[src/rtl/phy_rx_pkg.sv]
// Shared symbols, lane FSM encoding and word-geometry helper for the multilane PHY receiver.
package phy_rx_pkg;

    localparam logic [7:0] COM_DEF  = 8'hBC;
    localparam logic [7:0] IDLE_DEF = 8'h7C;

    typedef enum logic [1:0] {
        ST_SEARCH = 2'd0,
        ST_ALIGN  = 2'd1,
        ST_ACTIVE = 2'd2
    } lane_state_t;

    function automatic int bytes_per_word(input int data_w);
        return data_w / 8;
    endfunction

endpackage

[src/rtl/phy_rx_lane.sv]
// One serial lane: COM byte alignment, lock qualification and byte delivery to the assembler.
module phy_rx_lane
    import phy_rx_pkg::*;
#(
    parameter logic [7:0] COM       = COM_DEF,
    parameter logic [7:0] IDLE      = IDLE_DEF,
    parameter int         COM_COUNT = 4
) (
    input  logic       clk_32f,
    input  logic       reset,
    input  logic       i_bit,
    input  logic       i_clr,
    output logic [7:0] o_byte,
    output logic       o_is_data,
    output logic       o_byte_rdy,
    output logic       o_active
);

    localparam int CNT_W = $clog2(COM_COUNT + 1);

    lane_state_t      r_state, w_state_nxt;
    logic [7:0]       r_sr, w_sr_nxt;
    logic [2:0]       r_bit_cnt;
    logic [CNT_W-1:0] r_com_cnt, w_com_cnt_nxt, w_com_inc;
    logic             w_wrap, w_is_com, w_realign, w_emit;

    // The byte completes on the edge that samples its 8th bit, so decode the post-shift value.
    assign w_sr_nxt  = {r_sr[6:0], i_bit};
    assign w_wrap    = (r_bit_cnt == 3'd7);
    assign w_is_com  = (w_sr_nxt == COM);
    assign w_com_inc = r_com_cnt + CNT_W'(1);
    assign o_active  = (r_state == ST_ACTIVE);

    always_comb begin
        w_state_nxt   = r_state;
        w_com_cnt_nxt = r_com_cnt;
        w_realign     = 1'b0;
        w_emit        = 1'b0;
        case (r_state)
            ST_SEARCH: begin
                if (w_is_com) begin
                    w_realign     = 1'b1;
                    w_com_cnt_nxt = CNT_W'(1);
                    w_state_nxt   = (COM_COUNT == 1) ? ST_ACTIVE : ST_ALIGN;
                end
            end
            ST_ALIGN: begin
                if (w_wrap) begin
                    if (w_is_com) begin
                        w_com_cnt_nxt = w_com_inc;
                        if (w_com_inc == CNT_W'(COM_COUNT)) w_state_nxt = ST_ACTIVE;
                    end else begin
                        w_com_cnt_nxt = '0;
                        w_state_nxt   = ST_SEARCH;
                    end
                end
            end
            ST_ACTIVE: w_emit = w_wrap;
            default:   w_state_nxt = ST_SEARCH;
        endcase
    end

    always_ff @(posedge clk_32f) begin
        if (reset) begin
            r_state    <= ST_SEARCH;
            r_sr       <= '0;
            r_bit_cnt  <= '0;
            r_com_cnt  <= '0;
            o_byte     <= '0;
            o_is_data  <= 1'b0;
            o_byte_rdy <= 1'b0;
        end else begin
            r_state   <= w_state_nxt;
            r_sr      <= w_sr_nxt;
            r_com_cnt <= w_com_cnt_nxt;
            r_bit_cnt <= w_realign ? 3'd0 : r_bit_cnt + 3'd1;
            // A fresh byte wins over the assembler's clear when a 7-bit skew makes them coincide.
            if (w_emit) begin
                o_byte     <= w_sr_nxt;
                o_is_data  <= (w_sr_nxt != IDLE) && (w_sr_nxt != COM);
                o_byte_rdy <= 1'b1;
            end else if (i_clr) begin
                o_byte_rdy <= 1'b0;
            end
        end
    end

endmodule

[src/rtl/phy_rx_multilane.sv]
// Multilane receiver top: per-lane aligners plus the byte-striped word assembler.
module phy_rx_multilane
    import phy_rx_pkg::*;
#(
    parameter int         LANES     = 2,
    parameter int         DATA_W    = 32,
    parameter logic [7:0] COM       = COM_DEF,
    parameter logic [7:0] IDLE      = IDLE_DEF,
    parameter int         COM_COUNT = 4
) (
    input  logic              clk_32f,
    input  logic              reset,
    input  logic [LANES-1:0]  data_in,
    output logic [DATA_W-1:0] data_out,
    output logic              valid_out,
    output logic [LANES-1:0]  active,
    output logic              err_out
);

    localparam int                SLOTS     = bytes_per_word(DATA_W) / LANES;
    localparam int                SLOT_W    = (SLOTS > 1) ? $clog2(SLOTS) : 1;
    localparam logic [SLOT_W-1:0] LAST_SLOT = SLOT_W'(SLOTS - 1);

    logic [7:0]        w_byte [LANES];
    logic [LANES-1:0]  w_is_data, w_byte_rdy;
    logic              w_fire, w_all_data, w_no_data, w_last;
    logic [DATA_W-1:0] w_fill;
    logic [SLOT_W-1:0] r_slot;
    logic [DATA_W-1:0] r_acc, r_word_p0;
    logic              r_vld_p0, r_err_p0;

    generate
        for (genvar gi = 0; gi < LANES; gi++) begin : g_lane
            phy_rx_lane #(
                .COM       (COM),
                .IDLE      (IDLE),
                .COM_COUNT (COM_COUNT)
            ) u_lane (
                .clk_32f    (clk_32f),
                .reset      (reset),
                .i_bit      (data_in[gi]),
                .i_clr      (w_fire),
                .o_byte     (w_byte[gi]),
                .o_is_data  (w_is_data[gi]),
                .o_byte_rdy (w_byte_rdy[gi]),
                .o_active   (active[gi])
            );
        end
    endgenerate

    assign w_fire     = (&w_byte_rdy) & (&active);
    assign w_all_data = &w_is_data;
    assign w_no_data  = ~|w_is_data;
    assign w_last     = (r_slot == LAST_SLOT);

    always_comb begin
        w_fill = r_acc;
        for (int s = 0; s < SLOTS; s++) begin
            if (r_slot == SLOT_W'(s)) begin
                for (int i = 0; i < LANES; i++)
                    w_fill[DATA_W-1-8*(s*LANES+i) -: 8] = w_byte[i];
            end
        end
    end

    always_ff @(posedge clk_32f) begin
        if (reset) begin
            r_slot    <= '0;
            r_acc     <= '0;
            r_word_p0 <= '0;
            r_vld_p0  <= 1'b0;
            r_err_p0  <= 1'b0;
            data_out  <= '0;
            valid_out <= 1'b0;
            err_out   <= 1'b0;
        end else begin
            // p0: consume one slot of lane bytes
            r_vld_p0 <= 1'b0;
            r_err_p0 <= 1'b0;
            if (w_fire) begin
                if (w_all_data) begin
                    r_acc <= w_fill;
                    if (w_last) begin
                        r_word_p0 <= w_fill;
                        r_vld_p0  <= 1'b1;
                        r_slot    <= '0;
                    end else begin
                        r_slot <= r_slot + 1'b1;
                    end
                end else begin
                    // Filler-only slots are harmless unless they interrupt a partial word.
                    r_err_p0 <= !w_no_data || (r_slot != '0);
                    r_slot   <= '0;
                end
            end
            // p1: publish the completed word or the discard pulse
            valid_out <= r_vld_p0;
            err_out   <= r_err_p0;
            if (r_vld_p0) data_out <= r_word_p0;
        end
    end

endmodule

[config.mk]
export PLATFORM = sky130hd
export DESIGN_NAME = phy_rx_multilane
export DESIGN_NICKNAME = d
export VERILOG_FILES = /design/src/rtl/phy_rx_pkg.sv /design/src/rtl/phy_rx_lane.sv /design/src/rtl/phy_rx_multilane.sv
export SDC_FILE = /design/constraint.sdc
export NUM_CORES = 1
export LEC_CHECK = 0
export ABC_CLOCK_PERIOD_IN_PS = 1750
export BUFFER_PORTS_ARGS = -buffer_cell sky130_fd_sc_hd__buf_2
export CAP_MARGIN = 20
export CORE_AREA = 3 3 102 104
export DETAILED_ROUTE_END_ITERATION = 12
export DIE_AREA = 0 0 105 107
export PLACE_DENSITY = 0.72
export RECOVER_POWER = 25
export SETUP_SLACK_MARGIN = 0.15
export SYNTH_ARGS = -nofsm -noshare
export SYNTH_HDL_FRONTEND = slang
export SYNTH_SLANG_ARGS = --single-unit
[constraint.sdc]
create_clock -name clk_32f -period 1.75 [get_ports clk_32f]
set_input_delay 0.175 -clock clk_32f [delete_from_list [all_inputs] [get_ports clk_32f]]
set_output_delay 0.175 -clock clk_32f [all_outputs]
set_load 0.005 [all_outputs]
==> out/metrics.yaml <==
status: "complete, no violations"
p_seq_share_pct: 48.4
p_comb_share_pct: 1.3
p_int_uw: 4910
rsz0062_at_grt: "yes"
path_max_fanout: 8
cts_buffer_depth: 2
required_ns: 1.57
synth.avg_cell_area_um2: 8.95
drt_wl_total_um: 10100
grt_use_met2_pct: 31.9
finalSetupViolations: 0
ioPinCount: 40
area_growth_pct: 19.3
fin_util_pct: 61.6
start_util_pct: 51.6
num_rows: 36
tightest_slew_ns: 0.947
synth_top_cell_by_area: "dfxtp_1"
drv_slew: 0
synth_cells: 556
firstDrtPassIters: 4
first_global_vias: 3604
whs_endpoint: "g_lane[0].u_lane.r_state[1]"
p_leak_uw: 0.00220
hold_path_class: "input port to flop"
switchingPower_uw: 1500
vias: 3741
grt-busiest-layer: "met2"
drt_iter0_drc: 210
gp_congestion: 0.780
post_drt_wl_per_cell_um: 13.6
start_kind: "flop"
post-route-period-util_pct: 93.4
yosysSeqAreaShare_pct: 54.3
timing.rr.end: "r_word_p0[6]"
slew_headroom_pct: 36.9
core_area_um2: 9640
yosysTopAreaCellShare_pct: 54.3
reg2reg_slack_ns: 0.14
drive_gt1_share_pct: 18.4
synth-seq-cells: 135
die_y_um: 107
worstReg2RegStart: "r_slot"
clk_pin_slew_ns: 0.06
grt_pass1_wl_um: 16900
r2r_cells: 4
switching_share_pct: 23.3
max_freq_mhz: 612
grt_max_degree: 42
drcViolationCount: 0
die_w_um: 105
grt_use_met3_pct: 5.36
ctsRootBufferMaster: "clkbuf_8"
p_per_area_nw_per_um2: 1080
clkSinkCount: 135
ant_nets: 0
nets: 607
yosys-top-cells-area: "dfxtp_1, nand2_1, a21oi_1"
grt-ovfl-total: 0
clock_latency_ns: 0.52
finalClockSkew_ns: 0.00760
grt.total_usage_pct: 18.7
synth.cell_area_um2: 4980
holdWs_ns: 0.259
antenna_found_initial: 0
ys_warn_count: 0
htree_levels: 4
post-route-min-period_ns: 1.63
use_met1_pct: 22.9
cp_data_arrival_time_ns: 1.46
hold_viol_final: 0
port_buffers: 39
detail_route.vias_per_cell: 5.05
max-vdd-ir-drop_uv: 806
min_from: "reset"
cts_tree: "built"
num_antenna_cells: 0
worstHoldPathCells: 2
cap_viol_max_count: 0
fin_setup_tns_ns: 0
synth_nets: 568
cp-end-kind: "output pin"
crit_type: "flop to output pin"
synth.distinct_cells: 44
dieArea_um2: 11200
pwr-share-clk_pct: 50.3
dpl.hpwl_um: 6430
cts_buffers: 17
[synthesized netlist by cell type]
cell type	number
nand4_1	1
buf_6	3
or4_1	1
a211oi_1	1
nor4b_1	1
nor3_1	8
xnor2_1	2
a31oi_1	1
or4bb_1	1
mux2i_1	33
nand3_1	6
dfxtp_1	135
o21ai_0	4
or2_2	1
clkbuf_2	1
nor4_4	1
nor4bb_1	1
a221oi_1	1
buf_1	3
buf_4	2
and3_1	1
nand2b_4	1
xor2_1	2
nor2_1	44
clkbuf_1	21
nand4b_4	1
nor2b_1	22
nand3b_1	2
nand4bb_1	1
o21a_1	2
inv_1	5
nor4_1	3
or3b_2	1
nor4_2	1
nand2b_1	5
nor3b_1	3
or4_4	1
o211ai_1	1
and2_1	4
nand2_1	137
ha_1	8
a21oi_1	74
buf_2	8
and4bb_2	1
[sequential cells by signal, summed over array words and instances (netlist names), 2 cells and up]
signal and flops:
data_out 32, g_lane.u_lane.o_byte 16, g_lane.u_lane.o_byte_rdy 2, g_lane.u_lane.o_is_data 2
g_lane.u_lane.r_bit_cnt 6, g_lane.u_lane.r_com_cnt 6, g_lane.u_lane.r_sr 14, g_lane.u_lane.r_state 4
r_acc 16, r_word_p0 32
[power by group through the flow]
| stage | Combinational [uW] | Sequential, uW | Clock [uW] |
|---|---|---|---|
| after floorplan | 64.3 | 3170 | 0 |
| after global placement | 78.6 | 3170 | 0 |
| after detailed placement | 82.5 | 3170 | 0 |
| after CTS | 87.0 | 3100 | 3270 |
| after global routing | 98.6 | 3100 | 3430 |
| final | 85.8 | 3100 | 3220 |
[cell type report]
type                       instances  area (um^2)
clock buffer                      17          414
clock inverter                    15          133
fill                             853         3700
inverter                           5         18.8
multi-input combinational        379         2140
sequential                       135         2720
tap                              133          166
timing repair buffer              57          349
[cells in the final DEF, fill, tap and decap left out, types with 4 or more instances in the layout]
cell         n
dfxtp_2      4
clkbuf_16   16
o21ai_0      4
inv_1        5
nor2_1      44
dfxtp_1    129
nand2_1    136
nand3_1      6
buf_4       11
nor2b_1     20
ha_1         5
buf_2       38
nand2b_1     5
inv_6        6
mux2i_1     33
nor3_1       8
a21oi_1     74
[cell families after synthesis]
kind of cell	after synthesis	synth area share (%)
mux	33	6.64
compound gates	84	8.75
flops	135	54.3
buf+inv	43	4.07
simple gates	249	23.5
fa+ha+maj	8	2.01
xor+xnor	4	0.704
[what timing repair did]
action                     CTS  global route
hold buffers                 2             0
setup endpoints to repair   36            69
gates cloned                 1             0
gates resized for setup      5            16
pin swaps                    1             2
setup buffers                0             2
hold endpoints to repair     4             0
[through the flow]
step	area [um^2]	std cells	power [uW]	worst slack, ns
floorplan	5000	556	3230	0.151
global route	5940	741	6630	0.0336
CTS	5890	739	6460	0.111
finish	5940	741	6410	0.116
detailed placement	5300	704	3250	0.0860
global placement	5300	704	3250	0.120
[worst max-delay path by stage]
stage / start / endpoint / slack [ns] / cells past startpoint
after global routing: r_slot / r_word_p0[8] / 0.03 / 4
after CTS: g_lane[1].u_lane.r_state[0] / active[1] / 0.11 / 4
after detailed placement: r_slot / r_word_p0[31] / 0.09 / 4
after floorplan: g_lane[1].u_lane.r_state[0] / r_word_p0[27] / 0.15 / 7
final: g_lane[1].u_lane.r_state[0] / active[1] / 0.12 / 4
after global placement: g_lane[1].u_lane.r_state[0] / g_lane[1].u_lane.o_is_data / 0.12 / 6
[metal layers]
metal	vias up	part of all wire (%)
met4	0	1.1
li1	1921	-
met1	1740	46
met3	10	3.3
met2	70	50
met5	-	0
[worst max-delay path, stage by stage (launching register included)]
cell and delay [ns]:
dfxtp_4 0.37, nand2b_4 0.18, buf_4 0.17, inv_1 0.10
buf_2 0.13
No activity file was read; power rests on OpenSTA's default activity.
